File: src/rtl/icache_axi_rd_bridge.sv
// icache_axi_rd_bridge
// AXI4 read master for the instruction cache miss/uncached port. It takes one
// request at a time and issues one INCR burst. The 32-bit R beats are shifted
// into a 128-bit result, which is returned with a single-cycle ret_valid pulse.
module icache_axi_rd_bridge #(
    parameter logic [3:0]  AXI_ID         = 4'd0,
    parameter int unsigned CACHED_BEATS   = 4,
    parameter int unsigned UNCACHED_BEATS = 2
) (
    input  logic         clk_g,
    input  logic         resetn,
    // icache request / return
    input  logic         rd_req,
    input  logic         rd_uncache,
    input  logic [31:0]  rd_addr,
    output logic         rd_rdy,
    output logic         ret_valid,
    output logic [127:0] ret_data,
    // AXI AR channel
    output logic [3:0]   arid,
    output logic [31:0]  araddr,
    output logic [7:0]   arlen,
    output logic [2:0]   arsize,
    output logic [1:0]   arburst,
    output logic [1:0]   arlock,
    output logic [3:0]   arcache,
    output logic [2:0]   arprot,
    output logic         arvalid,
    input  logic         arready,
    // AXI R channel
    input  logic [3:0]   rid,
    input  logic [31:0]  rdata,
    input  logic [1:0]   rresp,
    input  logic         rlast,
    input  logic         rvalid,
    output logic         rready,
    // rlast disagreed with the beat count
    output logic         proto_err
);

    localparam int unsigned DATA_W = 128;
    localparam int unsigned BEAT_W = 32;
    // Counter holds CACHED_BEATS itself, so it never wraps mid-burst
    localparam int unsigned CNT_W  = $clog2(CACHED_BEATS + 1);

    localparam logic [7:0]       LEN_CACHED   = 8'(CACHED_BEATS - 1);
    localparam logic [7:0]       LEN_UNCACHED = 8'(UNCACHED_BEATS - 1);
    localparam logic [CNT_W-1:0] EXP_CACHED   = CNT_W'(CACHED_BEATS);
    localparam logic [CNT_W-1:0] EXP_UNCACHED = CNT_W'(UNCACHED_BEATS);

    typedef enum logic [1:0] {
        S_IDLE = 2'd0,
        S_ADDR = 2'd1,
        S_DATA = 2'd2,
        S_RESP = 2'd3
    } state_t;

    state_t           state;
    state_t           state_nx;
    logic [CNT_W-1:0] beat_cnt;
    logic [CNT_W-1:0] exp_beats;
    logic             uncache_q;
    logic             accept_c;
    logic             beat_fire_c;
    logic             last_beat_c;
    logic [CNT_W-1:0] beat_cnt_inc_c;
    logic             unused_c;

    // Constant AR attributes
    assign arid    = AXI_ID;
    assign arsize  = 3'b010;
    assign arburst = 2'b01;
    assign arlock  = 2'b00;
    assign arprot  = 3'b000;

    // rid/rresp carry no information this bridge acts on
    assign unused_c = ^{rid, rresp};

    // Ready for a new request only when nothing is outstanding
    assign rd_rdy = (state == S_IDLE);

    // Next-state decode and handshake qualifiers
    always_comb begin
        state_nx       = state;
        accept_c       = 1'b0;
        beat_fire_c    = 1'b0;
        beat_cnt_inc_c = CNT_W'(beat_cnt + CNT_W'(1));
        last_beat_c    = 1'b0;
        case (state)
            S_IDLE: begin
                accept_c = rd_req;
                if (rd_req) begin
                    state_nx = S_ADDR;
                end
            end
            S_ADDR: begin
                if (arready) begin
                    state_nx = S_DATA;
                end
            end
            S_DATA: begin
                beat_fire_c = rvalid;
                last_beat_c = (beat_cnt_inc_c == exp_beats);
                if (rvalid && last_beat_c) begin
                    state_nx = S_RESP;
                end
            end
            S_RESP: begin
                state_nx = S_IDLE;
            end
            default: begin
                state_nx = S_IDLE;
            end
        endcase
    end

    // State register
    always_ff @(posedge clk_g) begin
        if (!resetn) begin
            state <= S_IDLE;
        end else begin
            state <= state_nx;
        end
    end

    // Registered channel strobes, derived from the upcoming state
    always_ff @(posedge clk_g) begin
        if (!resetn) begin
            arvalid   <= 1'b0;
            rready    <= 1'b0;
            ret_valid <= 1'b0;
            proto_err <= 1'b0;
        end else begin
            arvalid   <= (state_nx == S_ADDR);
            rready    <= (state_nx == S_DATA);
            ret_valid <= (state_nx == S_RESP);
            proto_err <= beat_fire_c && (rlast != last_beat_c);
        end
    end

    // Request capture: the AR payload is frozen for the whole transaction
    always_ff @(posedge clk_g) begin
        if (!resetn) begin
            araddr    <= 32'd0;
            arlen     <= 8'd0;
            arcache   <= 4'd0;
            uncache_q <= 1'b0;
            exp_beats <= '0;
        end else if (accept_c) begin
            araddr    <= rd_addr;
            uncache_q <= rd_uncache;
            arlen     <= rd_uncache ? LEN_UNCACHED : LEN_CACHED;
            arcache   <= rd_uncache ? 4'b0000 : 4'b1111;
            exp_beats <= rd_uncache ? EXP_UNCACHED : EXP_CACHED;
        end
    end

    // Beat counter: cleared per request, bumped on each accepted beat
    always_ff @(posedge clk_g) begin
        if (!resetn) begin
            beat_cnt <= '0;
        end else if (accept_c) begin
            beat_cnt <= '0;
        end else if (beat_fire_c) begin
            beat_cnt <= beat_cnt_inc_c;
        end
    end

    // Shift beats in from the top so the final beat lands in [127:96]
    always_ff @(posedge clk_g) begin
        if (!resetn) begin
            ret_data <= '0;
        end else if (beat_fire_c) begin
            ret_data <= {rdata, ret_data[DATA_W-1:BEAT_W]};
        end
    end

endmodule

File: config.mk
export PLATFORM = sky130hd
export DESIGN_NAME = icache_axi_rd_bridge
export DESIGN_NICKNAME = d
export VERILOG_FILES = /design/src/rtl/icache_axi_rd_bridge.sv
export SDC_FILE = /design/constraint.sdc
export NUM_CORES = 1
export LEC_CHECK = 0
export ABC_AREA = 1
export CORE_UTILIZATION = 43
export CTS_BUF_LIST = sky130_fd_sc_hd__clkbuf_4
export DETAILED_ROUTE_END_ITERATION = 8
export HOLD_SLACK_MARGIN = 0.12
export MAX_ROUTING_LAYER = met4
export PLACE_DENSITY_LB_ADDON = 0.05
export SKIP_CTS_REPAIR_TIMING = 1
export SLEW_MARGIN = 5
export SYNTH_ARGS = -nofsm -noshare
export SYNTH_HDL_FRONTEND = slang
export SYNTH_SLANG_ARGS = --single-unit
File: constraint.sdc
create_clock -name clk_g -period 1.55 [get_ports clk_g]
set_input_delay 0.155 -clock clk_g [delete_from_list [all_inputs] [get_ports clk_g]]
set_output_delay 0.155 -clock clk_g [all_outputs]
set_load 0.01 [all_outputs]
==> impl_results.md <==
- Post-route worst setup slack: 0.116 ns
- Crit path max-delay family: flip-flops
- Die Y: 122 um
- Max Clock Skew: 0.0115 ns
- Main synth FF type: dfxtp_1
- Fin Hold WS: 0.167 ns
- Worst Setup End Kind: output pin
- Die ar.: 14800 um^2
- Final total power: 8.66 mW
- RSZ-0062 raised after global routing: false
- TritonRoute pass-1 iters: 4
- Wire per inst: 13.4 um
- Remaining DRCs: 0
- Clock sinks: 172
- Reg-to-Reg End: arvalid
- Count leader, synth: nor2_1
- Layout fillers: 1193
- Post-Place Worst Slack: -0.0101 ns
- Site Rows: 43
- Worst min path class: input pin to register
- Status: completed
- FF+latch count, synth: 172
- WS Path Type: register to output pin
- Starting Density: 44.2%
- Via density per instance: 4.70
- Syn Area/Cell: 7.82 um^2
- P&R area growth vs syn: 53.7%
- Clk Latency, worst-skew pair: 0.54 ns
- Final worst-path cycle share: 92.5%
- CTS H-Tree Depth: 4
- Asr flop ratio synth: 0%
- Core ar.: 13900 um^2
- Synth cell types: 21
- Top post-synthesis cells by count: nor2_1 (327), dfxtp_1 (172), o21ai_0 (159)
- TritonCTS clock tree: built
- Largest net degree at the start of global routing: 61
- Detailed router's first-iteration violation count: 302
- Setup crit end: rd_rdy
- Peak supply drop: 0.000497 V
- Number of synthesized flops with an enable pin: 0
- Total congestion overflow: 0
- Initial antenna violation count: 1
- Setup TNS Final: 0 ns
- Max Fclk: 0.697 GHz
- I/O Buffers: 241
- CP cell instances: inv_2, nand2_2, inv_1, dlymetal6s2s_1
- Share of the synthesized area in the top cell type: 55.9%
- Fin. max-slew vios: 0
- CP Depth: 4
- Ports: 268
- HPWL Detailed: 10400 um
- R2R cell count: 8
- Detailed-route via count: 5667
- Largest fanout on the critical path: 3
- CTS max path bufs: 2
- PD cells: 915 nW/um^2
- Number of global-route vias before repair: 5012
- Setup slack, reg-to-reg: 0.19 ns
- Finish-stage setup viols: 0
- Max Cap Viol: 0
- Synth warnings: 0
- Placer congestion estimate: 0.753
- Synth area leaders: dfxtp_1 (56%), nor2_1 (20%), o21ai_0 (13%)
- Final net count: 1091
- Die Width: 122 um
- Synth Instances: 788
- Clock-pin slew on the worst setup and hold paths: 0.13 ns
- Final hold viol count: 0
- Register area share after synthesis: 55.9%
- Buf+Inv Stages, Crit Path: 3
- Multi-input gate area: 2310 um^2
- RR Startpoint: beat_cnt[0]
- WL final: 16200 um
- Post-synth top area cell: dfxtp_1
- Post-route ant nets: 0
- Reg area: 3480 um^2
- Max incr delay on CP: 0.39 ns
- Mapped Area: 6160 um^2
- Layout cells sized above 1: 9.06%
- Worst EP arrival: 1.28 ns
- Final core occ: 68.0%
- GRT Total Usage: 22.1%
- Clock root cell: clkbuf_4
- CP required: 1.39 ns
- Cts bufs inserted: 17
- Crit. Startpoint: state[0]
- Pleak: 6.92 nW
- First-pass GRT wire length: 25000 um
- Post-route minimum period: 1.43 ns
- Slowest stage cell, crit path: dfxtp_2
- CP Launch Type: register
==> flip-flops by register name, summed over array words and instances, names as in the netlist <==
signal	count
beat_cnt	3
araddr	32
rready	1
ret_data	128
arcache	1
proto_err	1
state	2
exp_beats	1
arvalid	1
ret_valid	1
arlen	1
==> cells by family after synthesis <==
group	count (synthesis)	share of synthesized area, %
buffers and inverters	90	7.88
AOI/OAI and AO/OA	169	13.8
other	2	0.122
and+or+nand+nor	354	22.1
adders and majority gates	1	0.203
DFF	172	55.9
==> per-layer routing <==
metal	part of all wire [%]	GRT usage, %
met2	44	32.6
met5	0	-
met3	8.6	6.65
met1	45	28.1
met4	2.1	9.26
==> worst min path at each step <==
stage / start / to / slack (ns) / cells past startpoint
after floorplan: rlast / proto_err / 0.29 / 2
after global placement: araddr[30] / araddr[30] / 0.45 / 2
after detailed placement: beat_cnt[1] / beat_cnt[1] / 0.47 / 2
after CTS: resetn / ret_data[42] / -0.10 / 3
after global routing: rd_addr[30] / araddr[30] / 0.13 / 3
final: rd_addr[30] / araddr[30] / 0.17 / 3
==> placed cells by master, fill, tap and decap left out, types with 10 or more instances in the layout <==
cell type and count:
buf_12 11, buf_4 13, clkbuf_4 22, clkdlybuf4s50_1 69
conb_1 20, dfxtp_1 141, dfxtp_2 30, dlymetal6s2s_1 171
inv_1 10, nand2_1 16, nor2_1 326, o21ai_0 159
==> through the flow <==
stage	cell area [um^2]	cells
after detailed placement	8740	1173
after global routing	9470	1207
after CTS	8980	1205
after floorplan	6230	806
after global placement	8740	1173
final	9470	1207
==> worst register-to-register path: cells and delay by family (launching register included) <==
family | cells | cell delay (ns)
adders and majority gates | 1 | 0.32
DFF | 1 | 0.35
and+or+nand+nor | 7 | 0.63
==> report_power, final <==
group          switching [mW]  internal (mW)  leakage [nW]
logic                   0.733          0.776          5.36
clock network            1.43          0.858         0.142
registers               0.157           4.71          1.42
total                    2.32           6.35          6.92
==> cell type report <==
| cell class | instances | area share [%] |
|---|---|---|
| clock buffer | 22 | 1.74 |
| timing repair buffer | 265 | 33.4 |
| inverter | 13 | 0.542 |
| multi-input combinational | 544 | 24.4 |
| clock inverter | 10 | 0.793 |
| tap | 180 | 2.38 |
| sequential | 172 | 36.8 |
| antenna | 1 | 0.0264 |
Power figures use the tool's default switching activity.
